[config.mk]
export PLATFORM = sky130hd
export DESIGN_NAME = kronos_hcu
export DESIGN_NICKNAME = d
export VERILOG_FILES = /design/src/rtl/kronos_hcu.sv
export SDC_FILE = /design/constraint.sdc
export NUM_CORES = 1
export LEC_CHECK = 0
export CAP_MARGIN = 0
export CORE_AREA = 10 10 134 136
export CTS_CLUSTER_SIZE = 24
export DETAILED_ROUTE_END_ITERATION = 16
export DIE_AREA = 0 0 144 146
export PLACE_DENSITY = 0.65
export SLEW_MARGIN = 20
export SYNTH_ARGS = -nofsm -noshare
export SYNTH_HDL_FRONTEND = slang
export SYNTH_SLANG_ARGS = --single-unit
[constraint.sdc]
create_clock -name clk -period 5.77 [get_ports clk]
set_clock_uncertainty 0.2 [all_clocks]
set_input_delay 1.154 -clock clk [delete_from_list [all_inputs] [get_ports clk]]
set_output_delay 1.154 -clock clk [all_outputs]
set_load 0.03 [all_outputs]
[src/rtl/kronos_hcu.sv]
// kronos_hcu: register scoreboard that gates ID->EX issue on RAW/WAW-overflow hazards and sequences a post-flush drain
module kronos_hcu #(
  parameter int CNT_W        = 2,
  parameter int FLUSH_CYCLES = 3
) (
  input  logic        clk,
  input  logic        rstz,
  input  logic        id_vld,
  input  logic [4:0]  id_rs1,
  input  logic        id_rs1_read,
  input  logic [4:0]  id_rs2,
  input  logic        id_rs2_read,
  input  logic [4:0]  id_rd,
  input  logic        id_rd_write,
  input  logic        ex_rdy,
  output logic        issue_vld,
  output logic        issue_rdy,
  input  logic        regwr_en,
  input  logic [4:0]  regwr_sel,
  input  logic        flush,
  output logic [31:0] pending,
  output logic [15:0] stall_count,
  output logic        sb_err
);
  typedef enum logic {RUN, DRAIN} state_t;
  state_t           state_q, state_d;
  logic [3:0]       drain_q, drain_d;
  logic [CNT_W-1:0] cnt_q [32];
  logic [CNT_W-1:0] cnt_d [32];
  logic             mask_q, mask_d, sb_err_q, sb_err_d;
  logic [15:0]      stall_q, stall_d;
  logic             hz, block, fire, inc_en, dec_en, err_hit;
  logic [31:0]      inc_vec, dec_vec;
  // hazard detection, issue gating and per-register inc/dec requests
  always_comb begin
    hz = (id_rs1_read && id_rs1 != 5'd0 && cnt_q[id_rs1] != '0)
       | (id_rs2_read && id_rs2 != 5'd0 && cnt_q[id_rs2] != '0)
       | (id_rd_write && id_rd != 5'd0 && cnt_q[id_rd] == '1);
    block     = hz | (state_q == DRAIN) | flush;
    issue_vld = rstz & id_vld & ~block;
    issue_rdy = rstz & ex_rdy & ~block;
    fire      = issue_vld & ex_rdy;
    inc_en    = fire & id_rd_write & (id_rd != 5'd0);
    dec_en    = regwr_en & (regwr_sel != 5'd0);
    inc_vec   = inc_en ? (32'd1 << id_rd) : 32'd0;
    dec_vec   = dec_en ? (32'd1 << regwr_sel) : 32'd0;
    err_hit   = dec_en & ~inc_vec[regwr_sel] & (cnt_q[regwr_sel] == '0) & ~mask_q & ~flush;
    sb_err_d  = sb_err_q | err_hit;
    mask_d    = flush | (mask_q & ~fire);
    stall_d   = (id_vld && block && stall_q != 16'hFFFF) ? stall_q + 16'd1 : stall_q;
  end
  // counter next state: flush clears, inc/dec of the same register cancel, underflow holds at zero
  always_comb begin
    for (int i = 0; i < 32; i++) begin
      cnt_d[i]   = flush ? '0
                 : (inc_vec[i] & ~dec_vec[i]) ? cnt_q[i] + 1'b1
                 : (dec_vec[i] & ~inc_vec[i] & (cnt_q[i] != '0)) ? cnt_q[i] - 1'b1
                 : cnt_q[i];
      pending[i] = cnt_q[i] != '0;
    end
  end
  // drain sequencer: flush (re)loads the window, DRAIN counts down to zero then resumes RUN
  always_comb begin
    state_d = state_q;
    drain_d = drain_q;
    if (flush) begin
      state_d = DRAIN;
      drain_d = 4'(FLUSH_CYCLES - 1);
    end else if (state_q == DRAIN) begin
      state_d = (drain_q == 4'd0) ? RUN : DRAIN;
      drain_d = (drain_q == 4'd0) ? drain_q : drain_q - 4'd1;
    end
  end
  // state registers
  always_ff @(posedge clk or negedge rstz) begin
    if (!rstz) begin
      state_q  <= RUN;
      drain_q  <= 4'd0;
      mask_q   <= 1'b0;
      sb_err_q <= 1'b0;
      stall_q  <= 16'd0;
      for (int i = 0; i < 32; i++) cnt_q[i] <= '0;
    end else begin
      state_q  <= state_d;
      drain_q  <= drain_d;
      mask_q   <= mask_d;
      sb_err_q <= sb_err_d;
      stall_q  <= stall_d;
      for (int i = 0; i < 32; i++) cnt_q[i] <= cnt_d[i];
    end
  end
  assign sb_err      = sb_err_q;
  assign stall_count = stall_q;
endmodule
# After elaboration in Yosys (flattened, before gate mapping)
# Index checks and enable logic that the tools add are counted.
# op_classes
n_addsub,66
n_lt_le_gt_ge,5
n_eq_ne,3
n_shift,2
muxes,118
n_bitwise,188
n_reduce_logical,82
# ops
cell,count
two-way mux 2 bit,104
bitwise AND 1 bit,109
nonzero test 3 bit,32
nonzero test 2 bit,35
inverter 1 bit,69
adder 2 x 1 -> 2 bit (second input constant),32
two-way mux 32 bit,2
left shift 1 x 5 -> 32 bit (first input constant),2
subtractor 2 x 1 -> 2 bit (second input constant),32
binary-select mux 2 bit (select 5 bit),4
>= comparator 6 bit (second input constant),4
inverter 5 -> 6 bit,4
nonzero test 5 bit,4
adder 16 x 1 -> 16 bit (second input constant),1
inequality test 16 bit (second input constant),1
two-way mux 4 bit,3
logical AND 1 bit,8
less-than comparator 5 x 6 -> 1 bit (second input constant),1
bitwise OR 1 bit,6
binary-select mux 1 bit (select 5 bit),1
logical NOT 4 bit,1
two-way mux 1 bit,4
subtractor 4 x 1 -> 4 bit (second input constant),1
== test 2 bit (second input constant),1
other kinds (3),3
# word_totals
register_bits,87
in_bits,29
out_inout_bits,51
word_cells,501

# Longest topological paths before layout
# logic_depth
word_depth,24
mapped_depth,12
ltp_nobuf,8

# Worst setup path after synthesis
# Ideal clock, no wire load.
# synth_timing
kind,in2out
startpoint,in id_rs1[2]
endpoint,out issue_rdy
t_arrival_ps,3284
t_required_ps,4416
path_slack_ps,1132
path_stages,9
n_path_buf,2
path_cell_list,buf_4 > inv_2 > mux4_2 > and3_1 > or4_4 > nand4_4 > nor2_2 > buf_2 > and3_1
# synth_between
elab_chain_cells,12
word_cells_on_any_way,14
cone_classes,mux: 3; bitwise: 7; reduce/logical: 4
# synth_rtl
element,line_no,text
from (decl),9,"input logic [4:0] id_rs1,"
inverter 5 -> 6 bit (implied by the code),36,hz = (id_rs1_read && id_rs1 != 5'd0 && cnt_q[id_rs1] != '0)
binary-select mux 2 bit (select 5 bit),36,
two-way mux 2 bit (implied by the code) (2 in series),36,
nonzero test 2 bit,36,
logical AND 1 bit *,36,
bitwise OR 1 bit *,37,| (id_rs2_read && id_rs2 != 5'd0 && cnt_q[id_rs2] != '0)
bitwise OR 1 bit *,38,| (id_rd_write && id_rd != 5'd0 && cnt_q[id_rd] == '1);
bitwise OR 1 bit * (2 in series),39,block = hz | (state_q == DRAIN) | flush;
inverter 1 bit *,41,issue_rdy = rstz & ex_rdy & ~block;
bitwise AND 1 bit *,41,
to (decl),17,"output logic issue_rdy,"
# Mark *: on every way between the ends. The rest lies on a longest branch, timed or not. The select of a mux whose other input is x is not followed.

# Worst setup path in the final report
# layout_timing
startpoint,in id_rd[0]
endpoint,out issue_rdy
# layout_between
elab_chain_cells,11
word_cells_on_any_way,13
cone_classes,eq/ne: 1; mux: 3; bitwise: 6; reduce/logical: 3
# layout_rtl
element,line_no,text
from (decl),13,"input logic [4:0] id_rd,"
inverter 5 -> 6 bit (implied by the code),38,
binary-select mux 2 bit (select 5 bit),38,
two-way mux 2 bit (implied by the code) (2 in series),38,
== test 2 bit,38,
logical AND 1 bit *,38,
bitwise OR 1 bit *,38,
bitwise OR 1 bit * (2 in series),39,
inverter 1 bit *,41,
bitwise AND 1 bit *,41,
# Marks and branches as above.

==> qor.txt <==
Synth Net Count - 876
Syn Inst Count - 844
N_diodes - 0
Post-CTS resize count - 0
Status - finished clean
DRC viols - 0
H-tree Lvls - 3
Routed via count - 6,844
WHS - 288 ps
Antenna viol nets, final - 0
Clock sinks - 87
Leak - 3.25 nW
DR iter-0 viols - 780
Reg2Reg Depth - 9
Worst slew margin - 0.383
Critical path class - input port to primary output
RR Startpoint - cnt_q[40]
RSZ-0062 raised after global routing - no
Top cells by area, synth - dfrtp_1 (32%), mux4_2 (6.7%), nand2_1 (6.2%)
Pre-CTS setup slack - 617 ps
Global route total overflow - 0
Sequential element share of the synthesized area - 0.323
Clk slew on worst S/H paths - 60 ps
Final-layout fill cell count - 1,520
Final Wtd Congestion - 1.02
Flops & latches, synth - 87
Share of cells above drive strength 1 - 0.0958
Maxcap violations - 0
IO Pins - 80
# Post-CTS Setup Buffers - 0
Cell taking the most area after synthesis - dfrtp_1
Tot Pwr - 0.00171 W
CTS buffer count - 9
Yosys warnings - 0
Hold_buf cts - 0
Req. time, crit path - 4420 ps
Fin crit share - 0.896
Starting density of the core - 0.435
Die width - 144 microns
Worst-margin pin slew - 918 ps
Clock Tree Root - clkbuf_16
Final TNS setup - 0 ps
Area grow syn2layout - 18.5%
Min-delay src - stall_count[5]
WL/cell - 20.7 microns
Core area - 0.0155 sq mm
Final Hold Fails - 0
Crit path max fanout - 9
DR pass1 iterations - 6
Setup-failing EPs final - 0
Vias in the first global route - 6,342
Fin. max-slew vios - 0
Clk Latency, worst-skew pair - 360 ps
Initial antenna violation count - 0
Hold EP - stall_count[5]
FF+latch area - 0.00218 sq mm
Startpoint Class - input port
Die Span Y - 146 microns
Largest net degree at the start of global routing - 50
Global-route wire length before repair - 35.6 mm
# rows - 46
Main flop type after synthesis - dfrtp_1
Total GRT Usage - 0.216
Fmax - 193 MHz
Post-synthesis average cell area - 7.99 sq um
Yosys cell types - 66
Max clock buf depth - 2
PwrDens - 214 mW/mm^2
Area of the multi-input gates - 0.00416 sq mm
Die footprint - 0.0210 sq mm
Final WS setup - 601 ps
Critical path arrival - 3810 ps
R2r setup slk - 2150 ps
Hpwl dp - 17.2 mm
Worst hold path stage count - 1
DR vias/cell - 6.22
# nets final - 935
Period minus WS final - 5170 ps
Synth async-reset ratio - 1.00
Total wire length - 22.7 mm
TritonCTS clock tree - built
Crit path capture type - primary output
IO buf count - 79
Max VDD drop - 0.000196 V
Post-Route Utilization - 0.516
FF-to-FF End - cnt_q[2]
EDFF count, synth - 0
Hold Crit Class - flop to flop
Cell Area, Synth - 0.00674 sq mm
Synth top area share - 0.323
-- metal layers --
| metal | up-vias | GRT usage | share of wire |
|---|---|---|---|
| li1 | 3183 | - | - |
| met1 | 3283 | 0.289 | 0.41 |
| met2 | 325 | 0.318 | 0.45 |
| met3 | 53 | 0.0627 | 0.11 |
| met4 | 0 | 0.0838 | 0.033 |
| met5 | - | 0 | 0 |
-- through the flow --
stage	cells	cell area, sq um
6_report	1100	7980
5_1_grt	1100	7980
4_1_cts	1100	7980
3_5_place_dp	1084	7680
3_3_place_gp	1084	7680
2_1_floorplan	844	6740
-- cells in the final DEF, fill, tap and decap left out, types with 16 or more instances in the layout --
cell type and instances:
inv_1 46, o21ai_0 38, xnor2_1 28, nand2_1 112, nor2_1 89, nor3_1 29
buf_4 20, nand3_1 43, mux4_2 20, a21oi_1 69, clkdlybuf4s50_1 75, dfrtp_1 87
nand2b_1 26, nand4_1 21, a311oi_1 16
-- how the worst max path moves through the flow --
stage	from	end	slack [ps]	cells past startpoint
3_3_place_gp	id_rs2[0]	issue_rdy	640	8
5_1_grt	id_rs2[0]	issue_vld	400	8
3_5_place_dp	id_rs2[0]	issue_rdy	620	8
2_1_floorplan	id_rs1[2]	issue_rdy	1130	9
6_report	id_rd[0]	issue_rdy	600	9
4_1_cts	id_rs2[0]	issue_rdy	600	8
-- state kept, by name (all words and copies together) (netlist names) --
signal,count
sb_err,1
state_q,1
mask_q,1
drain_q,4
cnt_q,64
stall_count,16
-- logic make-up after synthesis --
group,count (synthesis),synth area share
adders and majority gates,3,0.00557
xor gates and xnor gates,31,0.0403
and+or+nand+nor,408,0.308
DFF,87,0.323
buffers and inverters,96,0.0603
AOI/OAI and AO/OA,191,0.183
muxes,28,0.0802
-- cells in the mapped netlist, types with 13 or more instances --
cell	instances
nor2_1	89
a21oi_1	69
clkbuf_1	31
dfrtp_1	87
o21ai_0	38
and3_1	13
mux4_2	20
nor3_1	29
inv_1	46
nand4_1	21
nand3_1	43
nand2_1	112
a311oi_1	16
nand2b_1	26
xnor2_1	28
-- report_power, final --
| group | switching (W) | internal [W] | total, W | leakage [nW] |
|---|---|---|---|---|
| clock | 0.000263 | 0.000350 | 0.000613 | 0.149 |
| combinational | 0.000248 | 0.000155 | 0.000403 | 1.91 |
| sequential | 0.0000414 | 0.000651 | 0.000692 | 1.19 |
-- worst max-delay path, stage by stage --
cell and delay, ps:
clkdlybuf4s50_1 710, nor2b_1 370, o211ai_1 210, nand4_1 210, o311a_1 280, nand4_4 240
nor2_2 290, and3_1 190, buf_4 160
-- area by class of cell --
class,count,share of cell area
Clock inverter,6,0.00862
Timing Repair Buffer,97,0.116
Tap cell,192,0.0301
Multi-Input combinational cell,661,0.521
Clock buffer,10,0.0299
Inverter,47,0.0221
Sequential cell,87,0.273
(Power assumes the default switching activity.)
